`src/rtl/uart_cfg_master.sv`:
```
// Purpose: AXI4-lite master that brings the UART up after reset or on start: FIFO reset, divisor, enables, status poll.
// Latency: 2 cycles per write or read at the minimum, 8 cycles from sequence start to done.
// Backpressure: each valid is held, with its address and data, until its own handshake; every phase is bounded by a timeout.
//
// Ports:
//   clk, rst                  clock and asynchronous active-high reset
//   start                     single-cycle request, honoured only in IDLE, DONE or ERROR
//   busy, done, error         sequence status; done and error are held until the next start
//   err_code                  0 none, 1 write response error, 2 read response error, 3 timeout or poll limit
//   m_axi_aw*/w*/b*/ar*/r*    AXI4-lite master port toward the UART register slave
module uart_cfg_master #(
    parameter int                        AXI_ADDR_WIDTH = 32,
    parameter int                        AXI_DATA_WIDTH = 32,
    parameter logic [AXI_ADDR_WIDTH-1:0] AXI_BASE_ADDR  = '0,
    parameter logic [AXI_ADDR_WIDTH-1:0] CTRL_OFFSET    = 'h00,
    parameter logic [AXI_ADDR_WIDTH-1:0] DIV_OFFSET     = 'h04,
    parameter logic [AXI_ADDR_WIDTH-1:0] STATUS_OFFSET  = 'h08,
    parameter logic [15:0]               BAUD_DIV       = 16'd868,
    parameter bit                        RX_ENABLE      = 1'b1,
    parameter bit                        TX_ENABLE      = 1'b1,
    parameter int                        POLL_LIMIT     = 16,
    parameter int                        TIMEOUT_CYCLES = 1024,
    parameter bit                        AUTO_START     = 1'b1
) (
    input  logic                        clk,
    input  logic                        rst,
    input  logic                        start,
    output logic                        busy,
    output logic                        done,
    output logic                        error,
    output logic [1:0]                  err_code,
    output logic [AXI_ADDR_WIDTH-1:0]   m_axi_awaddr,
    output logic [2:0]                  m_axi_awprot,
    output logic                        m_axi_awvalid,
    input  logic                        m_axi_awready,
    output logic [AXI_DATA_WIDTH-1:0]   m_axi_wdata,
    output logic [AXI_DATA_WIDTH/8-1:0] m_axi_wstrb,
    output logic                        m_axi_wvalid,
    input  logic                        m_axi_wready,
    input  logic [1:0]                  m_axi_bresp,
    input  logic                        m_axi_bvalid,
    output logic                        m_axi_bready,
    output logic [AXI_ADDR_WIDTH-1:0]   m_axi_araddr,
    output logic [2:0]                  m_axi_arprot,
    output logic                        m_axi_arvalid,
    input  logic                        m_axi_arready,
    input  logic [AXI_DATA_WIDTH-1:0]   m_axi_rdata,
    input  logic [1:0]                  m_axi_rresp,
    input  logic                        m_axi_rvalid,
    output logic                        m_axi_rready
);

    typedef enum logic [2:0] {
        IDLE, WR_REQ, WR_RESP, RD_REQ, RD_RESP, DONE, ERROR
    } state_t;

    localparam int TW = $clog2(TIMEOUT_CYCLES + 1);
    localparam int PW = $clog2(POLL_LIMIT + 1);
    localparam int SW = AXI_DATA_WIDTH / 8;

    // Base plus offset wraps within the address width.
    localparam logic [AXI_ADDR_WIDTH-1:0] CTRL_ADDR   = AXI_BASE_ADDR + CTRL_OFFSET;
    localparam logic [AXI_ADDR_WIDTH-1:0] DIV_ADDR    = AXI_BASE_ADDR + DIV_OFFSET;
    localparam logic [AXI_ADDR_WIDTH-1:0] STATUS_ADDR = AXI_BASE_ADDR + STATUS_OFFSET;

    function automatic logic [AXI_ADDR_WIDTH-1:0] step_addr(input logic [1:0] s);
        return (s == 2'd1) ? DIV_ADDR : CTRL_ADDR;
    endfunction

    function automatic logic [AXI_DATA_WIDTH-1:0] step_data(input logic [1:0] s);
        logic [AXI_DATA_WIDTH-1:0] d;
        case (s)
            2'd0:    d = AXI_DATA_WIDTH'(32'h3);
            2'd1:    d = AXI_DATA_WIDTH'({16'h0, BAUD_DIV});
            default: d = AXI_DATA_WIDTH'({28'h0, TX_ENABLE, RX_ENABLE, 2'b00});
        endcase
        return d;
    endfunction

    function automatic logic is_active(input state_t s);
        return (s == WR_REQ) || (s == WR_RESP) || (s == RD_REQ) || (s == RD_RESP);
    endfunction

    state_t                      state_q, state_d;
    logic [1:0]                  step_q, step_d;
    logic [PW-1:0]               poll_q, poll_d;
    logic [TW-1:0]               timer_q, timer_d;
    logic                        armed_q, armed_d;
    logic                        auto_q, auto_d;
    logic                        busy_q, busy_d;
    logic                        done_q, done_d;
    logic                        error_q, error_d;
    logic [1:0]                  err_code_q, err_code_d;
    logic                        awvalid_q, awvalid_d;
    logic [AXI_ADDR_WIDTH-1:0]   awaddr_q, awaddr_d;
    logic                        wvalid_q, wvalid_d;
    logic [AXI_DATA_WIDTH-1:0]   wdata_q, wdata_d;
    logic [SW-1:0]               wstrb_q, wstrb_d;
    logic                        bready_q, bready_d;
    logic                        arvalid_q, arvalid_d;
    logic [AXI_ADDR_WIDTH-1:0]   araddr_q, araddr_d;
    logic                        rready_q, rready_d;

    // Only the error bit of each response and the ready bit of STATUS matter.
    logic unused_rsp;
    assign unused_rsp = ^{m_axi_bresp[0], m_axi_rresp[0], m_axi_rdata[AXI_DATA_WIDTH-1:1]};

    always_comb begin
        state_d    = state_q;
        step_d     = step_q;
        poll_d     = poll_q;
        timer_d    = '0;
        armed_d    = 1'b0;
        // auto_q is high for exactly the first cycle after reset release.
        auto_d     = armed_q & AUTO_START;
        busy_d     = busy_q;
        done_d     = done_q;
        error_d    = error_q;
        err_code_d = err_code_q;
        awvalid_d  = awvalid_q;
        awaddr_d   = awaddr_q;
        wvalid_d   = wvalid_q;
        wdata_d    = wdata_q;
        wstrb_d    = wstrb_q;
        bready_d   = bready_q;
        arvalid_d  = arvalid_q;
        araddr_d   = araddr_q;
        rready_d   = rready_q;

        case (state_q)
            IDLE, DONE, ERROR: begin
                if (start || (state_q == IDLE && auto_q)) begin
                    state_d    = WR_REQ;
                    step_d     = 2'd0;
                    poll_d     = '0;
                    done_d     = 1'b0;
                    error_d    = 1'b0;
                    err_code_d = 2'd0;
                    awvalid_d  = 1'b1;
                    wvalid_d   = 1'b1;
                    awaddr_d   = step_addr(2'd0);
                    wdata_d    = step_data(2'd0);
                    wstrb_d    = '1;
                end
            end
            WR_REQ: begin
                // Each channel retires on its own handshake; the later one moves on.
                if (m_axi_awready) awvalid_d = 1'b0;
                if (m_axi_wready)  wvalid_d  = 1'b0;
                if ((!awvalid_q || m_axi_awready) && (!wvalid_q || m_axi_wready)) begin
                    state_d  = WR_RESP;
                    bready_d = 1'b1;
                end
            end
            WR_RESP: begin
                if (m_axi_bvalid) begin
                    bready_d = 1'b0;
                    if (m_axi_bresp[1]) begin
                        state_d    = ERROR;
                        error_d    = 1'b1;
                        err_code_d = 2'd1;
                    end else if (step_q != 2'd2) begin
                        step_d    = step_q + 2'd1;
                        state_d   = WR_REQ;
                        awvalid_d = 1'b1;
                        wvalid_d  = 1'b1;
                        awaddr_d  = step_addr(step_q + 2'd1);
                        wdata_d   = step_data(step_q + 2'd1);
                    end else begin
                        state_d   = RD_REQ;
                        arvalid_d = 1'b1;
                        araddr_d  = STATUS_ADDR;
                    end
                end
            end
            RD_REQ: begin
                if (m_axi_arready) begin
                    arvalid_d = 1'b0;
                    rready_d  = 1'b1;
                    state_d   = RD_RESP;
                end
            end
            RD_RESP: begin
                if (m_axi_rvalid) begin
                    rready_d = 1'b0;
                    if (m_axi_rresp[1]) begin
                        state_d    = ERROR;
                        error_d    = 1'b1;
                        err_code_d = 2'd2;
                    end else if (m_axi_rdata[0]) begin
                        state_d = DONE;
                        done_d  = 1'b1;
                    end else begin
                        poll_d = poll_q + 1'b1;
                        if (poll_q == PW'(POLL_LIMIT - 1)) begin
                            state_d    = ERROR;
                            error_d    = 1'b1;
                            err_code_d = 2'd3;
                        end else begin
                            state_d   = RD_REQ;
                            arvalid_d = 1'b1;
                        end
                    end
                end
            end
            default: state_d = IDLE;
        endcase

        // A phase that makes no progress for TIMEOUT_CYCLES cycles aborts and withdraws everything.
        if (is_active(state_q) && state_d == state_q && timer_q == TW'(TIMEOUT_CYCLES - 1)) begin
            state_d    = ERROR;
            error_d    = 1'b1;
            err_code_d = 2'd3;
            awvalid_d  = 1'b0;
            wvalid_d   = 1'b0;
            bready_d   = 1'b0;
            arvalid_d  = 1'b0;
            rready_d   = 1'b0;
        end

        if (is_active(state_q) && state_d == state_q) timer_d = timer_q + 1'b1;
        busy_d = is_active(state_d);
    end

    always_ff @(posedge clk or posedge rst) begin
        if (rst) begin
            state_q    <= IDLE;
            step_q     <= 2'd0;
            poll_q     <= '0;
            timer_q    <= '0;
            armed_q    <= 1'b1;
            auto_q     <= 1'b0;
            busy_q     <= 1'b0;
            done_q     <= 1'b0;
            error_q    <= 1'b0;
            err_code_q <= 2'd0;
            awvalid_q  <= 1'b0;
            awaddr_q   <= '0;
            wvalid_q   <= 1'b0;
            wdata_q    <= '0;
            wstrb_q    <= '0;
            bready_q   <= 1'b0;
            arvalid_q  <= 1'b0;
            araddr_q   <= '0;
            rready_q   <= 1'b0;
        end else begin
            state_q    <= state_d;
            step_q     <= step_d;
            poll_q     <= poll_d;
            timer_q    <= timer_d;
            armed_q    <= armed_d;
            auto_q     <= auto_d;
            busy_q     <= busy_d;
            done_q     <= done_d;
            error_q    <= error_d;
            err_code_q <= err_code_d;
            awvalid_q  <= awvalid_d;
            awaddr_q   <= awaddr_d;
            wvalid_q   <= wvalid_d;
            wdata_q    <= wdata_d;
            wstrb_q    <= wstrb_d;
            bready_q   <= bready_d;
            arvalid_q  <= arvalid_d;
            araddr_q   <= araddr_d;
            rready_q   <= rready_d;
        end
    end

    assign busy          = busy_q;
    assign done          = done_q;
    assign error         = error_q;
    assign err_code      = err_code_q;
    assign m_axi_awaddr  = awaddr_q;
    assign m_axi_awprot  = 3'b000;
    assign m_axi_awvalid = awvalid_q;
    assign m_axi_wdata   = wdata_q;
    assign m_axi_wstrb   = wstrb_q;
    assign m_axi_wvalid  = wvalid_q;
    assign m_axi_bready  = bready_q;
    assign m_axi_araddr  = araddr_q;
    assign m_axi_arprot  = 3'b000;
    assign m_axi_arvalid = arvalid_q;
    assign m_axi_rready  = rready_q;

endmodule

```
`config.mk`:
```
export PLATFORM = sky130hd
export DESIGN_NAME = uart_cfg_master
export DESIGN_NICKNAME = d
export VERILOG_FILES = /design/src/rtl/uart_cfg_master.sv
export SDC_FILE = /design/constraint.sdc
export NUM_CORES = 1
export LEC_CHECK = 0
export BUFFER_PORTS_ARGS = -buffer_cell sky130_fd_sc_hd__buf_2
export CAP_MARGIN = 5
export CORE_ASPECT_RATIO = 1.75
export CORE_UTILIZATION = 46
export CTS_CLUSTER_SIZE = 24
export DETAILED_ROUTE_END_ITERATION = 12
export MAX_ROUTING_LAYER = met4
export PLACE_DENSITY = 0.81
export RECOVER_POWER = 50
export SYNTH_ARGS = -nofsm -noshare
export SYNTH_HDL_FRONTEND = slang
export SYNTH_SLANG_ARGS = --single-unit
```
`constraint.sdc`:
```
create_clock -name clk -period 2.5 [get_ports clk]
set_input_delay 0.125 -clock clk [delete_from_list [all_inputs] [get_ports clk]]
set_output_delay 0.125 -clock clk [all_outputs]
set_load 0.05 [all_outputs]
```
# Yosys cells after proc, flatten, opt, wreduce, memory -nomap -nowiden
# Cells that the tools add are included.
word_totals:
  word_cells: 185
  output_inout_bits: 116
  register_bits: 99
  inputBits: 44
op_classes:
  mux: 84
  bitwise: 2
  add_sub_neg: 3
  reduce_logical: 37
  n_eq_ne: 40
op_table:
  columns: ["operator", "n"]
  rows:
  - ["$mux 32", 8]
  - ["$pmux 32 s2", 2]
  - ["$ne 3x2->1 const B", 13]
  - ["$mux 1", 34]
  - ["$mux 3", 11]
  - ["$mux 2", 12]
  - ["$mux 5", 4]
  - ["$pmux 10 s2", 1]
  - ["$ne 2x2->1 const B", 9]
  - ["$pmux 3 s5", 1]
  - ["$reduce_and 5->1", 3]
  - ["$eq 3x2->1 const B", 4]
  - ["$eq 3x3->1 const B", 4]
  - ["$pmux 1 s3", 4]
  - ["$reduce_and 6->1", 2]
  - ["$reduce_bool 4->1", 3]
  - ["$add 11x1->11 const B", 1]
  - ["$eq 11x10->1 const B", 1]
  - ["$mux 11", 1]
  - ["$pmux 5 s2", 1]
  - ["$logic_or 1x1->1", 9]
  - ["$reduce_and 9->1", 1]
  - ["$ne 4x3->1 const B", 2]
  - ["$reduce_and 7->1", 1]
  - ["21 further kinds", 34]

# Longest topological paths before layout
depth:
  depth_word: 14
  depth_mapped: 9

# Least setup slack after synthesis
# OpenSTA, ideal clock, no wires.
synth_timing:
  path_type: "register to register"
  startpoint: "register poll_q[0]"
  endpoint: "register timer_q[10]"
  t_arrival_ps: 1926
  path_slack_ps: 417
  period_less_slack_ps: 2083
  setup_time_ps: 158
  path_buffers: 1
  path_stages_with_launch: 10
  path_cell_list: "dfrtp_1 > ha_1 > and3_1 > ha_1 > inv_1 > o2111ai_1 > and4_1 > buf_2 > xnor2_1 > nor4_1"
synth_between:
  elab_chain_len: 13
synth_lines:
  columns: ["item", "line_no", "text"]
  rows:
  - ["start, declared", "86", "logic [PW-1:0] poll_q, poll_d;"]
  - ["start signal, assigned", "249", "poll_q <= poll_d;"]
  - ["$eq 5x4->1 (*)", "195", "if (poll_q == PW'(POLL_LIMIT - 1)) begin"]
  - ["$mux 3 (*)", "195", null]
  - ["$mux 3 (*)", "190", "end else if (m_axi_rdata[0]) begin"]
  - ["$mux 3 (*)", "186", "if (m_axi_rresp[1]) begin"]
  - ["$mux 3 (*)", "184", "if (m_axi_rvalid) begin"]
  - ["$pmux 3 s5 (*)", "130", "case (state_q)"]
  - ["$eq 3x3->1", "210", "if (is_active(state_q) && state_d == state_q && timer_q == TW'(TIMEOUT_CYCLES - 1)) begin"]
  - ["$logic_and 1x1->1 (2 in a row)", "210", null]
  - ["$mux 3 (*)", "210", null]
  - ["$eq 3x3->1 (*)", "221", "if (is_active(state_q) && state_d == state_q) timer_d = timer_q + 1'b1;"]
  - ["$logic_and 1x1->1 (*)", "221", null]
  - ["$mux 11 (*)", "221", null]
  - ["net timer_d[10]", "87", "logic [TW-1:0] timer_q, timer_d;"]
  - ["end signal, assigned", "250", "timer_q <= timer_d;"]
  - ["end, declared", "87", null]
# The timed path passes the listed nets; every way through them passes the cells marked *.
# A chain may end at the register's enable or synchronous reset.

# Final worst setup path
layout_timing:
  startpoint: "register poll_q[0]"
  endpoint: "register state_q[1]"
layout_between:
  elab_chain_len: 10
layout_lines:
  columns: ["item", "line_no", "text"]
  rows:
  - ["$eq 5x4->1", "195", null]
  - ["$mux 3", "195", null]
  - ["$mux 3", "190", null]
  - ["$mux 3", "186", null]
  - ["$mux 3", "184", null]
  - ["$pmux 3 s5", "130", null]
  - ["$eq 3x3->1", "210", null]
  - ["$logic_and 1x1->1 (2 in a row)", "210", null]
  - ["$mux 3", "210", null]
  - ["net state_d[1]", "84", "state_t state_q, state_d;"]
  - ["end signal, assigned", "247", "state_q <= state_d;"]
  - ["end, declared", "84", null]
# The timed path passes the listed nets, and every way through them passes these cells.

==> results_dict.tcl <==
set metrics [dict create \
    nets 436 \
    synth_edf_count 0 \
    worstSetupPathType "flip-flop to flip-flop" \
    synth_area_leaders "dfrtp_1 (30%), buf_4 (24%), ha_1 (3.2%)" \
    power.switching_mw 2.02 \
    path_clk_slew_ns 0.05 \
    pre_cts_ws_ns 0.143 \
    finClkSkew_ns 0.00330 \
    p_int_mw 1.81 \
    fin_crit_sh 0.926 \
    synth.avg_cell_area_sq_um 8.94 \
    power.density_nw_per_um2 1210 \
    async_reset_ff_frac 1.00 \
    fill_cells 633 \
    clockBufferDepth 2 \
    grt_pass1_vias 2190 \
    die_w_um 64.4 \
    hold_class "input port to flip-flop" \
    clock_sinks 38 \
    fin_setup_tns_ns 0 \
    fin_crit_ns 2.31 \
    yosysSeqAreaShare 0.304 \
    tightest_slew_ns 0.923 \
    syn_inst 350 \
    crit_fanout 8 \
    power_frac_seq 0.248 \
    dieHeight_um 111 \
    seq_area_sq_um 953 \
    cts.htree.levels 2 \
    relSlewSlack 0.385 \
    drt_wl_total_um 6140 \
    synth_ff_type "dfrtp_1" \
    routed.top_layer "met4" \
    portBuffers 34 \
    cap_violations 0 \
    rsz0062_at_grt "no" \
    finalSetupViolCount 0 \
    first_iter_violations 105 \
    grt.overflow.total 0 \
    syn_to_final_growth_pct 1.24 \
    postLayoutCellArea_sq_um 3170 \
    end_kind "flip-flop" \
    ys_types 63 \
    num_vias 2333 \
    p_clk_frac 0.164 \
    leakagePower_nw 1.52 \
    power_frac_comb 0.588 \
    core_area_sq_um 6540 \
    placedInstanceArea_sq_um 3030 \
    viasPerCell 5.00 \
    rows 39 \
    ir_worst_vdd_mv 0.636 \
    wl_met3_um 325 \
    cts_tree "yes" \
    cts_buffers 5 \
    dp.cells 458 \
    slew_viol_final 0 \
    cp.arrival_ns 2.53 \
    power_switching_share 0.527 \
    first_pass_iters 4 \
    status "completed" \
    start_kind "flip-flop" \
    clk_latency_ns 0.28 \
    antenna_cells 0 \
    dpl.hpwl_um 4800 \
    wl_per_cell_um 13.1 \
    ant_nets 0 \
    start_util 0.479 \
    antenna_found_initial 0 \
    wl_met2_um 3300 \
    dieArea_sq_um 7150 \
    pin_count 160 \
    synth_seq_cells 38 \
    drc 0 \
    yosysTopAreaCellShare 0.296 \
    routedLengthMet1_um 2220 \
    yosysTopAreaCell "dfrtp_1" \
    instances_no_fill 467 \
    hold_viol 0 \
    multiInputGateArea_sq_um 1670 \
    grt_pass1_wl_um 10300 \
    p_total_mw 3.82 \
    drive_gt1_frac 0.143 \
    synth_area_sq_um 3130 \
    max_freq_ghz 0.432 \
    cp.required_ns 2.72 \
    gp_congestion 0.944 \
    track_usage 0.188 \
    grt_max_degree 39 \
    ys.warnings.count 0 \
    setup_ws_ns 0.186 \
    cts_root_buf "clkbuf_16" \
]
metal layers:
layer  up-vias  global-route usage
li1       1102                   -
met1      1078               0.186
met2       126               0.333
met3        27              0.0278
met4         0               0.119
met5         -                   -
area by class of cell:
| type | count | area share |
|---|---|---|
| inverters | 10 | 0.0118 |
| well taps | 82 | 0.0324 |
| clock inverters | 1 | 0.00158 |
| clock buffers | 7 | 0.0450 |
| multi-input cells | 281 | 0.525 |
| repair buffers | 48 | 0.0829 |
| flip-flops and latches | 38 | 0.301 |
layout by cell type (no fill, tap or decap), types with 6 or more instances in the layout:
cell type,instances
clkbuf_1,11
dfrtp_1,36
a21oi_1,7
xnor2_1,6
inv_1,10
buf_2,24
nor2_1,12
conb_1,93
ha_1,8
xor2_1,7
nor3_1,6
nand2_1,15
nand2b_1,11
buf_4,12
and3_1,7
o21ai_0,8
nand3_1,10
a211oi_1,6
and2_1,6
nor4_1,7
nor2b_1,6
through the flow:
stage	utilization	hold slack [ns]
floorplan	-	0.258
global placement	0.463	0.271
detailed placement	0.463	0.270
CTS	0.487	0.116
global route	0.485	0.139
finish	0.485	0.122
power by group through the flow:
stage          registers (mW)  clock network [mW]  logic, mW
6_report                0.947               0.627       2.25
5_1_grt                 0.977               0.662       2.44
4_1_cts                 0.945               0.641       2.28
3_5_place_dp            0.955                   0       2.26
3_3_place_gp            0.943                   0       2.21
2_1_floorplan            1.19                   0       1.70
critical path, stage by stage, from the launching register on:
cell,delay [ns]
dfrtp_1,0.38
ha_1,0.19
and3_1,0.19
ha_1,0.15
inv_1,0.07
o2111ai_1,0.24
nand4_1,0.18
a2111oi_2,0.50
buf_4,0.24
nand2b_1,0.11
worst paths after layout:
path / start / endpoint / slack [ns] / cells past startpoint
max in group asynchronous: rst / state_q[0] / 1.18 / 4
worst max-delay path: poll_q[0] / state_q[1] / 0.19 / 9
worst min-delay path: m_axi_rdata[0] / done / 0.12 / 2
worst max register to register: poll_q[0] / state_q[1] / 0.19 / 9
worst min register to register: armed_q / auto_q / 0.39 / 0
min in group asynchronous: rst / timer_q[4] / 0.67 / 4
Yosys cell counts, types with 7 or more instances:
master / number
buf_4: 101
inv_1: 10
a21oi_1: 7
and3_1: 7
nand3_1: 10
nor2_1: 12
buf_2: 8
xor2_1: 7
dfrtp_1: 37
nand2_1: 15
nand2b_1: 11
o21ai_0: 8
nor4_1: 7
ha_1: 8
state kept, by name, indices dropped and copies added (netlist names), 2 cells and up:
name	flops
poll_q	5
timer_q	11
step_q	2
m_axi_wdata	3
state_q	3
err_code	2
kinds of logic (layout without fill, tap and decap cells):
group / count (synthesis) / count (layout) / synth area share
muxes: 3 / 3 / 0.00959
AOI/OAI and AO/OA: 56 / 56 / 0.138
buffers and inverters: 123 / 66 / 0.274
xor gates and xnor gates: 13 / 13 / 0.0364
DFF: 38 / 38 / 0.304
and+or+nand+nor: 108 / 108 / 0.205
other: 1 / 93 / 0.00120
adders and majority gates: 8 / 8 / 0.0320
repair_timing:
action | in CTS | in global routing
hold buffers | 1 | 0
hold endpoints to repair | 37 | 0
buffers inserted | 0 | 0
gates resized for setup | 0 | 1
endpoints found under the setup margin | 0 | 18
(Power assumes the default switching activity.)
